**src/rtl/rr_mux2_pkg.sv**
```systemverilog
// rr_mux2_pkg: shared source ids, default widths and output-register states
package rr_mux2_pkg;
  typedef logic src_t;
  localparam src_t SRC_D0 = 1'b0;
  localparam src_t SRC_D1 = 1'b1;
  localparam int DEF_WIDTH = 8;
  localparam int DEF_CNT_W = 16;
  typedef enum logic {EMPTY, FULL} state_t;
endpackage

```
**src/rtl/rr_mux2_arbiter_if.sv**
```systemverilog
// rr_mux2_arbiter_if: two requester streams, one output stream and debug counters
interface rr_mux2_arbiter_if #(
  parameter int WIDTH = rr_mux2_pkg::DEF_WIDTH,
  parameter int CNT_W = rr_mux2_pkg::DEF_CNT_W
);
  logic             d0_valid;
  logic [WIDTH-1:0] d0;
  logic             d0_ready;
  logic             d1_valid;
  logic [WIDTH-1:0] d1;
  logic             d1_ready;
  logic             y_valid;
  logic [WIDTH-1:0] y;
  logic             y_src;
  logic             y_ready;
  logic [CNT_W-1:0] cnt0;
  logic [CNT_W-1:0] cnt1;
  modport master (
    output d0_valid, d0, d1_valid, d1, y_ready,
    input  d0_ready, d1_ready, y_valid, y, y_src, cnt0, cnt1
  );
  modport slave (
    input  d0_valid, d0, d1_valid, d1, y_ready,
    output d0_ready, d1_ready, y_valid, y, y_src, cnt0, cnt1
  );
endinterface

```
**src/rtl/mux2_bus.sv**
```systemverilog
// mux2_bus: WIDTH-bit 2:1 and-or select
module mux2_bus #(
  parameter int WIDTH = rr_mux2_pkg::DEF_WIDTH
) (
  input  logic             s,
  input  logic [WIDTH-1:0] d0,
  input  logic [WIDTH-1:0] d1,
  output logic [WIDTH-1:0] y
);
  assign y = ({WIDTH{~s}} & d0) | ({WIDTH{s}} & d1);
endmodule

```
**src/rtl/rr_mux2_arbiter.sv**
```systemverilog
// rr_mux2_arbiter: round-robin 2:1 arbiter with registered output and saturating per-source counters
module rr_mux2_arbiter #(
  parameter int WIDTH = rr_mux2_pkg::DEF_WIDTH,
  parameter int CNT_W = rr_mux2_pkg::DEF_CNT_W
) (
  input logic              clk,
  input logic              rst,
  rr_mux2_arbiter_if.slave bus
);
  import rr_mux2_pkg::*;
  state_t           state, state_nx;
  src_t             prio, s, y_src_q;
  logic             load, grant;
  logic [WIDTH-1:0] mux_y, y_q;
  logic [CNT_W-1:0] cnt0_q, cnt1_q;
  always_comb begin
    load = state == EMPTY || bus.y_ready;
    s = (bus.d0_valid && bus.d1_valid) ? prio : (bus.d1_valid ? SRC_D1 : SRC_D0);
    grant = !rst && load && (bus.d0_valid || bus.d1_valid);
    state_nx = (grant || !load) ? FULL : EMPTY;
  end
  mux2_bus #(.WIDTH(WIDTH)) u_mux (.s(s), .d0(bus.d0), .d1(bus.d1), .y(mux_y));
  always_ff @(posedge clk) begin
    if (rst) begin
      state   <= EMPTY;
      prio    <= SRC_D0;
      y_q     <= '0;
      y_src_q <= SRC_D0;
      cnt0_q  <= '0;
      cnt1_q  <= '0;
    end else begin
      state <= state_nx;
      if (grant) begin
        y_q     <= mux_y;
        y_src_q <= s;
        prio    <= ~s;
      end
      if (bus.d0_ready && !(&cnt0_q)) cnt0_q <= cnt0_q + CNT_W'(1);
      if (bus.d1_ready && !(&cnt1_q)) cnt1_q <= cnt1_q + CNT_W'(1);
    end
  end
  assign bus.d0_ready = grant && s == SRC_D0;
  assign bus.d1_ready = grant && s == SRC_D1;
  assign bus.y_valid  = state == FULL;
  assign bus.y        = y_q;
  assign bus.y_src    = y_src_q;
  assign bus.cnt0     = cnt0_q;
  assign bus.cnt1     = cnt1_q;
endmodule

```
**src/flat_wrapper.sv**
```systemverilog
// flat-port wrapper written by rule: the top's interface ports become plain ports
module rr_mux2_arbiter_flat import rr_mux2_pkg::*;
#(
  parameter int WIDTH = rr_mux2_pkg::DEF_WIDTH,
  parameter int CNT_W = rr_mux2_pkg::DEF_CNT_W
)
  (clk, rst, bus_d0_valid, bus_d0, bus_d1_valid, bus_d1, bus_y_ready, bus_d0_ready, bus_d1_ready, bus_y_valid, bus_y, bus_y_src, bus_cnt0, bus_cnt1);
  rr_mux2_arbiter_if #(.WIDTH(WIDTH), .CNT_W(CNT_W)) bus_i ();
  input logic clk;
  input logic rst;
  input wire logic [$bits(bus_i.d0_valid)-1:0] bus_d0_valid;
  input wire logic [$bits(bus_i.d0)-1:0] bus_d0;
  input wire logic [$bits(bus_i.d1_valid)-1:0] bus_d1_valid;
  input wire logic [$bits(bus_i.d1)-1:0] bus_d1;
  input wire logic [$bits(bus_i.y_ready)-1:0] bus_y_ready;
  output wire logic [$bits(bus_i.d0_ready)-1:0] bus_d0_ready;
  output wire logic [$bits(bus_i.d1_ready)-1:0] bus_d1_ready;
  output wire logic [$bits(bus_i.y_valid)-1:0] bus_y_valid;
  output wire logic [$bits(bus_i.y)-1:0] bus_y;
  output wire logic [$bits(bus_i.y_src)-1:0] bus_y_src;
  output wire logic [$bits(bus_i.cnt0)-1:0] bus_cnt0;
  output wire logic [$bits(bus_i.cnt1)-1:0] bus_cnt1;
  assign bus_i.d0_valid = bus_d0_valid;
  assign bus_i.d0 = bus_d0;
  assign bus_i.d1_valid = bus_d1_valid;
  assign bus_i.d1 = bus_d1;
  assign bus_i.y_ready = bus_y_ready;
  assign bus_d0_ready = bus_i.d0_ready;
  assign bus_d1_ready = bus_i.d1_ready;
  assign bus_y_valid = bus_i.y_valid;
  assign bus_y = bus_i.y;
  assign bus_y_src = bus_i.y_src;
  assign bus_cnt0 = bus_i.cnt0;
  assign bus_cnt1 = bus_i.cnt1;
  rr_mux2_arbiter #(.WIDTH(WIDTH), .CNT_W(CNT_W)) u_core (.clk(clk), .rst(rst), .bus(bus_i));
endmodule
```
**config.mk**
```make
export PLATFORM = sky130hd
export DESIGN_NAME = rr_mux2_arbiter_flat
export DESIGN_NICKNAME = d
export VERILOG_FILES = /design/src/rtl/rr_mux2_pkg.sv /design/src/rtl/rr_mux2_arbiter_if.sv /design/src/rtl/mux2_bus.sv /design/src/rtl/rr_mux2_arbiter.sv /design/src/flat_wrapper.sv
export SDC_FILE = /design/constraint.sdc
export NUM_CORES = 1
export LEC_CHECK = 0
export CELL_PAD_IN_SITES_DETAIL_PLACEMENT = 1
export CELL_PAD_IN_SITES_GLOBAL_PLACEMENT = 2
export CORE_MARGIN = 3
export CORE_UTILIZATION = 26
export CTS_BUF_LIST = sky130_fd_sc_hd__clkbuf_4 sky130_fd_sc_hd__clkbuf_8 sky130_fd_sc_hd__clkbuf_16
export CTS_CLUSTER_SIZE = 10
export DETAILED_ROUTE_END_ITERATION = 16
export PLACE_DENSITY_LB_ADDON = 0.08
export SLEW_MARGIN = 10
export SYNTH_ARGS = -nofsm -noshare
export SYNTH_HDL_FRONTEND = slang
export SYNTH_SLANG_ARGS = --single-unit
export TNS_END_PERCENT = 30
```
**constraint.sdc**
```tcl
create_clock -name clk -period 2.8 [get_ports clk]
set_clock_uncertainty 0.15 [all_clocks]
set_input_delay 0.56 -clock clk [delete_from_list [all_inputs] [get_ports clk]]
set_output_delay 0.56 -clock clk [all_outputs]
set_load 0.01 [all_outputs]
```
Word-level counts from Yosys, hierarchy flattened. Index checks and enable logic that the tools add are counted.

Add/sub/neg operators: 2. Muxes and demuxes: 3. Bitwise logic cells: 5. Reductions and logical operators: 16.

Operators with widths (count): 16-bit by 1-bit adder with 16-bit output, second input constant (2); 16-bit AND reduction (2); 8-bit bitwise AND (2); 8-bit OR (1); 1-bit logical AND (7); 1-bit logical NOT (4); 1-bit logical OR (3); 1-bit two-way mux (3); 1-bit inverter (2).

Register bits: 43. Output and inout bits: 44. Word-level logic and storage cells: 32.

Longest topological paths before layout. Gate-level depths: netlist of the first run.

Depth after elaboration: 6. Mapped depth: 6.

By module. From an unflattened synthesis of the first run, not the netlist that was laid out.

Cells, all modules: 245. Area, all modules: 2162.1 µm².

Modules (own cells, without submodules): rr_mux2_arbiter (times used 1, cells an instance 236, area each 2030.7 µm²); mux2_bus (times used 1, cells an instance 9, area each 131.4 µm²).

Worst setup path before layout of the first run. No wires, ideal clock.

Path kind: reg2reg. Start point: register u_core.cnt1_q[0] (netlist: u_core.bus.cnt1[0]). End point: register u_core.cnt1_q[14] (netlist: u_core.bus.cnt1[14]). Arrival: 1.971 ns. Slack: 0.608 ns. Cell stages (with the launch flop): 7. Path buffers: 0. Cell sequence: dfxtp_1 -> ha_1 -> nand4_1 -> or2_0 -> or4_4 -> or3_1 -> a21oi_1.

Cells in the longest elaborated chain, start to end: 3. Elaborated cells on any way between the ends: 4. Classes of those cells: add/sub: 1; reduce/logical: 3.

RTL lines: from (decl) (RTL line rr_mux2_arbiter.sv:15) `logic [CNT_W-1:0] cnt0_q, cnt1_q;`; from (signal assigned) (RTL line rr_mux2_arbiter.sv:39) `if (bus.d1_ready && !(&cnt1_q)) cnt1_q <= cnt1_q + CNT_W'(1);`; branches (longest 3 deep; another with 16-bit by 1-bit adder with 16-bit output).

Parallel ways; which one is timed is not known. A chain may end at the register's enable or synchronous reset.

Worst setup path in the final report of the first run.
Start point: input port bus_d0_valid. End point: output port bus_d1_ready.

Cells in the longest elaborated chain, start to end: 3. Elaborated cells on any way between the ends: 5. Classes of those cells: mux: 1; reduce/logical: 4.

RTL lines: from (decl) (RTL line flat_wrapper.sv:11) `input wire logic [$bits(bus_i.d0_valid)-1:0] bus_d0_valid;`; 1-bit logical AND or 1-bit logical OR (tied branches) (RTL line rr_mux2_arbiter.sv:18, rr_mux2_arbiter.sv:19); 1-bit two-way mux or 1-bit logical AND (tied branches) (RTL line rr_mux2_arbiter.sv:18, rr_mux2_arbiter.sv:19); 1-bit logical AND * (RTL line rr_mux2_arbiter.sv:43) `assign bus.d1_ready = grant && s == SRC_D1;`; to (decl) (RTL line flat_wrapper.sv:17) `output wire logic [$bits(bus_i.d1_ready)-1:0] bus_d1_ready;`.

Mark *: on every way between the ends. The rest lies on a longest branch, timed or not.

==> results of run 1 <==
## cell type report
cell class / count / area (um^2) / area share, %
multi-input combinational: 175 / 1120 / 37.5
clock inverter: 2 / 35.0 / 1.17
tap: 99 / 124 / 4.15
sequential: 43 / 861 / 28.8
clock buffer: 6 / 82.6 / 2.76
inverter: 5 / 18.8 / 0.628
timing repair buffer: 78 / 746 / 25.0
## cell families after synthesis
logic type               synth area share (%)
adder cells (fa/ha/maj)                  1.23
multiplexers                             6.40
AO/OA/AOI/OAI                            10.5
buffers and inverters                    2.96
XOR/XNOR                                 9.05
AND/OR/NAND/NOR                          27.5
flip-flops                               42.4
## Yosys cell counts (all sizes together)
| cell | n | area share (%) |
|---|---|---|
| or2 | 1 | 0.31 |
| and2 | 3 | 0.92 |
| o211a | 1 | 0.49 |
| clkbuf | 9 | 1.7 |
| inv | 4 | 0.74 |
| buf | 1 | 0.37 |
| o2111ai | 3 | 1.3 |
| xor2 | 7 | 3.0 |
| nand3 | 21 | 5.2 |
| nand2 | 14 | 2.6 |
| ha | 2 | 1.2 |
| clkinv | 1 | 0.18 |
| or3 | 1 | 0.31 |
| mux2i | 13 | 6.4 |
| nand4 | 10 | 3.1 |
| and4 | 5 | 2.2 |
| and3 | 5 | 1.5 |
| nand4b | 1 | 0.43 |
| nand2b | 1 | 0.31 |
| xnor2 | 14 | 6.0 |
| a211oi | 3 | 1.1 |
| a31o | 2 | 0.86 |
| and4b | 1 | 0.49 |
| nor4b | 3 | 1.3 |
| nor4 | 6 | 1.8 |
| o311ai | 1 | 0.43 |
| a21boi | 1 | 0.37 |
| nor2 | 31 | 5.7 |
| dfxtp | 43 | 42 |
| a31oi | 3 | 0.92 |
| nor3 | 3 | 0.74 |
| o21ai | 11 | 2.9 |
| or4 | 1 | 0.55 |
| o211ai | 2 | 0.74 |
| a21oi | 4 | 0.99 |
| a2111oi | 1 | 0.43 |
## layout by cell type, fill, tap and decap left out, types with 2 or more instances in the layout
cell	n
clkdlybuf4s50_1	64
dfxtp_1	43
nor2_1	31
nand3_1	21
nand2_1	14
xnor2_1	14
buf_4	14
mux2i_1	13
o21ai_0	10
nand4_1	10
xor2_1	7
nor4_1	6
clkbuf_8	6
and3_1	5
inv_1	4
a21oi_1	4
and4_1	4
nor3_1	3
nor4b_1	3
a31oi_1	3
and2_1	3
a211oi_1	3
o211ai_1	2
a31o_2	2
o2111ai_1	2
ha_1	2
## path summary, 6_finish.rpt
| check | startpoint | to | slack [ns] | depth (start not counted) |
|---|---|---|---|---|
| worst min register to register | u_core.bus.y[7] | u_core.bus.y[7] | 0.32 | 2 |
| worst max register to register | u_core.bus.cnt1[0] | u_core.bus.cnt1[14] | 0.46 | 6 |
| worst min-delay path | u_core.bus.y[7] | u_core.bus.y[7] | 0.32 | 2 |
| worst max-delay path | bus_d0_valid | bus_d1_ready | 0.09 | 5 |
## power by group through the flow
stage          clock (mW)  combinational (mW)  sequential [mW]
3_3_place_gp            0               0.147            0.655
2_1_floorplan           0              0.0494            0.662
3_5_place_dp            0               0.148            0.655
6_report            0.509               0.146            0.641
4_1_cts             0.533               0.148            0.641
5_1_grt             0.552               0.160            0.645
## worst reg2reg max path: stages, from the launching register on
cell	delay (ns)
dfxtp_1	0.42
ha_1	0.31
nand4_1	0.16
or2_0	0.26
or4_4	0.54
or3_1	0.32
a21oi_1	0.13
## metal layers
layer,global-route usage [%],part of all wire [%],vias to the layer above,wire length [um]
met5,0,0,-,0
met4,3.25,0.96,0,55
met3,3.19,4.7,5,271
met2,23.4,48,38,2730
met1,17.1,47,934,2680
li1,-,-,996,-
## flip-flops by register name, indices dropped and copies added, names as in the netlist
register and count:
u_core.bus.cnt0 16, u_core.bus.y_src 1, u_core.prio 1, u_core.bus.cnt1 16, u_core.bus.y 8, u_core.bus.y_valid 1
## per-stage QoR
step	power (mW)	area, um^2	instances	util [%]	hold slack [ns]
after global placement	0.802	2860	400	38.6	0.303
after floorplan	0.711	2030	233	-	0.340
after CTS	1.32	2980	408	40.2	0.331
after detailed placement	0.802	2860	400	38.6	0.316
after global routing	1.36	2990	408	40.3	0.353
final	1.30	2990	408	40.3	0.324
==> results.txt, run 1 <==
status - finished, final reports clean
max-cap viol count - 0
final hold viol count - 0
pin count of the biggest net entering global routing - 30
total leakage power - 1.08 nW
vias in the first global route - 2,013
number of instances in the synthesized netlist - 233
transition time at the pin with the least slew margin - 0.484 ns
count of nets left with antenna violations after detail routing - 0
# H-tree levels - 2
arrival time at the worst endpoint - 2.00 ns
Hold Path Class - flop to flop
setup total negative slack - 0 ns
detailed-routing iteration count for the pre-antenna-repair pass - 4
critical path's top delay family - buffers and inverters
layout cell share with drive strength beyond 1 - 9.39%
aggregate routed wire length - 5740 um
Yosys cell types - 37
CTS tree - yes
total count of max-transition violations in the final report - 0
postcts setup bufs - 0
number of antenna violations at the first check in global routing - 0
category of the worst setup path launch point - input port
combined buffer and inverter count along the critical path - 4
power share of the sequential group - 49.5%
Crit path largest cell delay - 0.55 ns
filler instances - 877
area enclosed by the die boundary - 8910 um^2
wire per inst - 14.1 um
Int Pwr - 1.00 mW
row cnt - 31
ports placed on the boundary - 65
CTS root buffer - clkbuf_8
hold buffers post-CTS - 0
total overflow reported by the global router - 0
worst-case setup slack after placement - 0.0314 ns
clock share of power - 39.3%
crit end category - output port
fmax - 369 MHz
highest fanout seen on the critical path - 5
clock-pin slew on the worst setup and hold paths - 0.08 ns
part of the total power dissipated in combinational logic - 11.3%
unrepaired setup endpoints after global routing - false
wire length of the first global-routing pass - 9690 um
horizontal die dimension - 94.4 um
clock tree sinks - 43
minimum clock period - 2.71 ns
number of setup violations in the final report - 0
Slowest-stage cell, CP - clkdlybuf4s50_1
post-synthesis sequential element count - 43
cells traversed along the worst timing path - clkdlybuf4s50_1 -> inv_1 -> o2111ai_2 -> inv_1 -> clkdlybuf4s50_1
via/cell ratio - 4.84
HPWL after DPL - 4280 um
maximum vdd drop - 0.162 mV
Net Sw Frac - 22.7%
power density of the placed cells - 434 nW/um^2
clock latency on the worst-skew pair - 0.30 ns
area delta synth->final - 47.0%
type of the worst setup path - input port to output port
setup ws final - 0.0933 ns
all-layer global routing usage - 13.6%
post-cts repair resize count - 0
cts bufs inserted - 5
count of synthesis-stage warnings from yosys - 0
part of the cycle the worst path needs - 96.7%
initial core utilization - 27.4%
post-synthesis sequential area ratio - 42.4%
remaining routing DRC violations - 0
Synth Area per Inst - 8.72 um^2
post-synth net total - 256
Bufs on Longest Clock Path - 2
routability congestion estimate from global placement - 0.803
overall die height - 94.4 um
number of nets in the final layout - 331
worst slew margin relative to its limit - 66.9%
PortBufs - 64
Floorplan Core Area - 7410 um^2
total via count after detailed routing - 1,973
Synth Cell Area - 2030 um^2
critical path required time - 2.09 ns
switching power summed over all nets - 0.294 mW
count of routing violations after the opening detailed-route iteration - 41
number of diodes added for antenna fixing - 0
(Power assumes the default switching activity.)
==> run 2: changes to the inputs <==
- CTS_CLUSTER_DIAMETER: default -> 40
==> results of run 2 <==
Final layout, timing and power as in run 1 (identical DEF).
==> run 3: changes to the inputs <==
- PLACE_DENSITY: default -> 0.85
- PLACE_DENSITY_LB_ADDON: 0.08 -> default
- SETUP_SLACK_MARGIN: default -> 0.4
==> run 3 against run 2 <==
Effect of this change: clock power decreased by 12%; utilization rose by 0.41 points; non-clock buffer count increased by 2; worst hold slack better by 0.0071 ns; fmax grew 14%; first-iteration DRC count decreased by 17%.
==> results.txt, run 3 (synthesis results as in run 1) <==
count of nets left with antenna violations after detail routing - 0
CTS root buffer - clkbuf_8
most common cell after layout, fill and taps aside - clkdlybuf4s50_1
count of routing violations after the opening detailed-route iteration - 34
power share of the sequential group - 51.8%
filler instances - 860
critical path required time - 2.09 ns
clock tree sinks - 43
placed instance area - 2850 um^2
worst slew margin relative to its limit - 61.5%
maximum vdd drop - 0.185 mV
number of setup violations in the final report - 0
routability congestion estimate from global placement - 0.787
fmax - 422 MHz
category of the worst setup path launch point - input port
number of nets in the final layout - 333
Net Sw Frac - 24.2%
total count of max-transition violations in the final report - 0
Floorplan Core Area - 7410 um^2
power density of the placed cells - 411 nW/um^2
Detail Route met2 WL - 2770 um
horizontal die dimension - 94.4 um
hold buffers post-CTS - 0
HPWL after DPL - 4390 um
final hold viol count - 0
top layer in use - met4
wire length of the first global-routing pass - 9890 um
cts bufs inserted - 5
row cnt - 31
Bufs on Longest Clock Path - 2
type of the worst setup path - input port to output port
number of antenna violations at the first check in global routing - 0
Hold Path Class - flop to flop
area enclosed by the die boundary - 8910 um^2
clock-pin slew on the worst setup and hold paths - 0.08 ns
post-route cell area - 3020 um^2
overall die height - 94.4 um
detailed-routing iteration count for the pre-antenna-repair pass - 4
Multi-input gate area - 1150 um^2
minimum clock period - 2.37 ns
Int Pwr - 0.939 mW
max-cap viol count - 0
unrepaired setup endpoints after global routing - true
CTS tree - yes
area delta synth->final - 48.5%
ports placed on the boundary - 65
area of all sequential standard cells - 861 um^2
number of diodes added for antenna fixing - 0
PortBufs - 64
clock share of power - 36.0%
total via count after detailed routing - 2,020
clock latency on the worst-skew pair - 0.30 ns
remaining routing DRC violations - 0
aggregate routed wire length - 5920 um
wire length on met3 - 365 um
# H-tree levels - 2
switching power summed over all nets - 0.300 mW
initial core utilization - 27.4%
highest-count cells in the layout ignoring fill and taps - 61 x clkdlybuf4s50_1, 43 x dfxtp_1, 31 x nor2_1
layout cell share with drive strength beyond 1 - 11.9%
status - finished, final reports clean
total overflow reported by the global router - 0
crit end category - output port
via/cell ratio - 4.93
part of the cycle the worst path needs - 84.7%
pin count of the biggest net entering global routing - 30
wire per inst - 14.4 um
met1 wire length - 2710 um
highest fanout seen on the critical path - 4
part of the total power dissipated in combinational logic - 12.2%
all-layer global routing usage - 13.9%
arrival time at the worst endpoint - 1.66 ns
setup total negative slack - 0 ns
transition time at the pin with the least slew margin - 0.578 ns
vias in the first global route - 2,070
total leakage power - 1.10 nW
==> run 3: per-stage QoR <==
step	utilization (%)	power, mW	instances	hold WS (ns)	worst slack, ns
3_5_place_dp	38.5	0.802	399	0.322	-0.0141
6_report	40.7	1.24	410	0.331	0.428
5_1_grt	40.7	1.30	410	0.355	0.369
4_1_cts	40.0	1.26	407	0.334	0.307
3_3_place_gp	38.5	0.798	399	0.304	0.00444
2_1_floorplan	-	0.711	233	0.340	0.608
==> run 3: path summary, 6_finish.rpt <==
path	from	endpoint	slack, ns	cells past startpoint
worst min register to register	u_core.bus.y[4]	u_core.bus.y[4]	0.33	2
worst min-delay path	u_core.bus.y[4]	u_core.bus.y[4]	0.33	2
worst max-delay path	bus_y_ready	bus_d0_ready	0.43	4
worst max register to register	u_core.bus.cnt1[0]	u_core.bus.cnt1[14]	0.51	6
==> run 3: layout make-up <==
class / instances / area share (%)
clock buffer: 7 / 3.19
clock inverter: 1 / 0.249
inverter: 5 / 0.622
multi-input combinational: 175 / 38.1
sequential: 43 / 28.5
tap: 99 / 4.10
timing repair buffer: 80 / 25.2
==> run 3: power groups by stage <==
stage	Clock, mW	Sequential (mW)	Combinational (mW)
finish	0.446	0.642	0.151
global route	0.488	0.644	0.166
CTS	0.475	0.642	0.148
global placement	0	0.654	0.143
floorplan	0	0.662	0.0494
detailed placement	0	0.655	0.146
==> run 3: critical path: stages <==
cell	delay, ns
clkdlybuf4s50_1	0.45
nand2b_4	0.15
and4_4	0.24
dlygate4sd2_1	0.27
==> run 3: layer usage <==
layer / up-vias / global-route usage [%]
li1: 999 / -
met1: 967 / 16.8
met2: 47 / 23.4
met3: 7 / 4.22
met4: 0 / 4.69
met5: - / 0
==> run 3: timing repair <==
| item | CTS | global route |
|---|---|---|
| gates resized for setup | 4 | 11 |
| setup buffers | 0 | 3 |
| pin swaps | 0 | 2 |
| hold endpoints to repair | 0 | 0 |
| setup endpoints to repair | 3 | 3 |
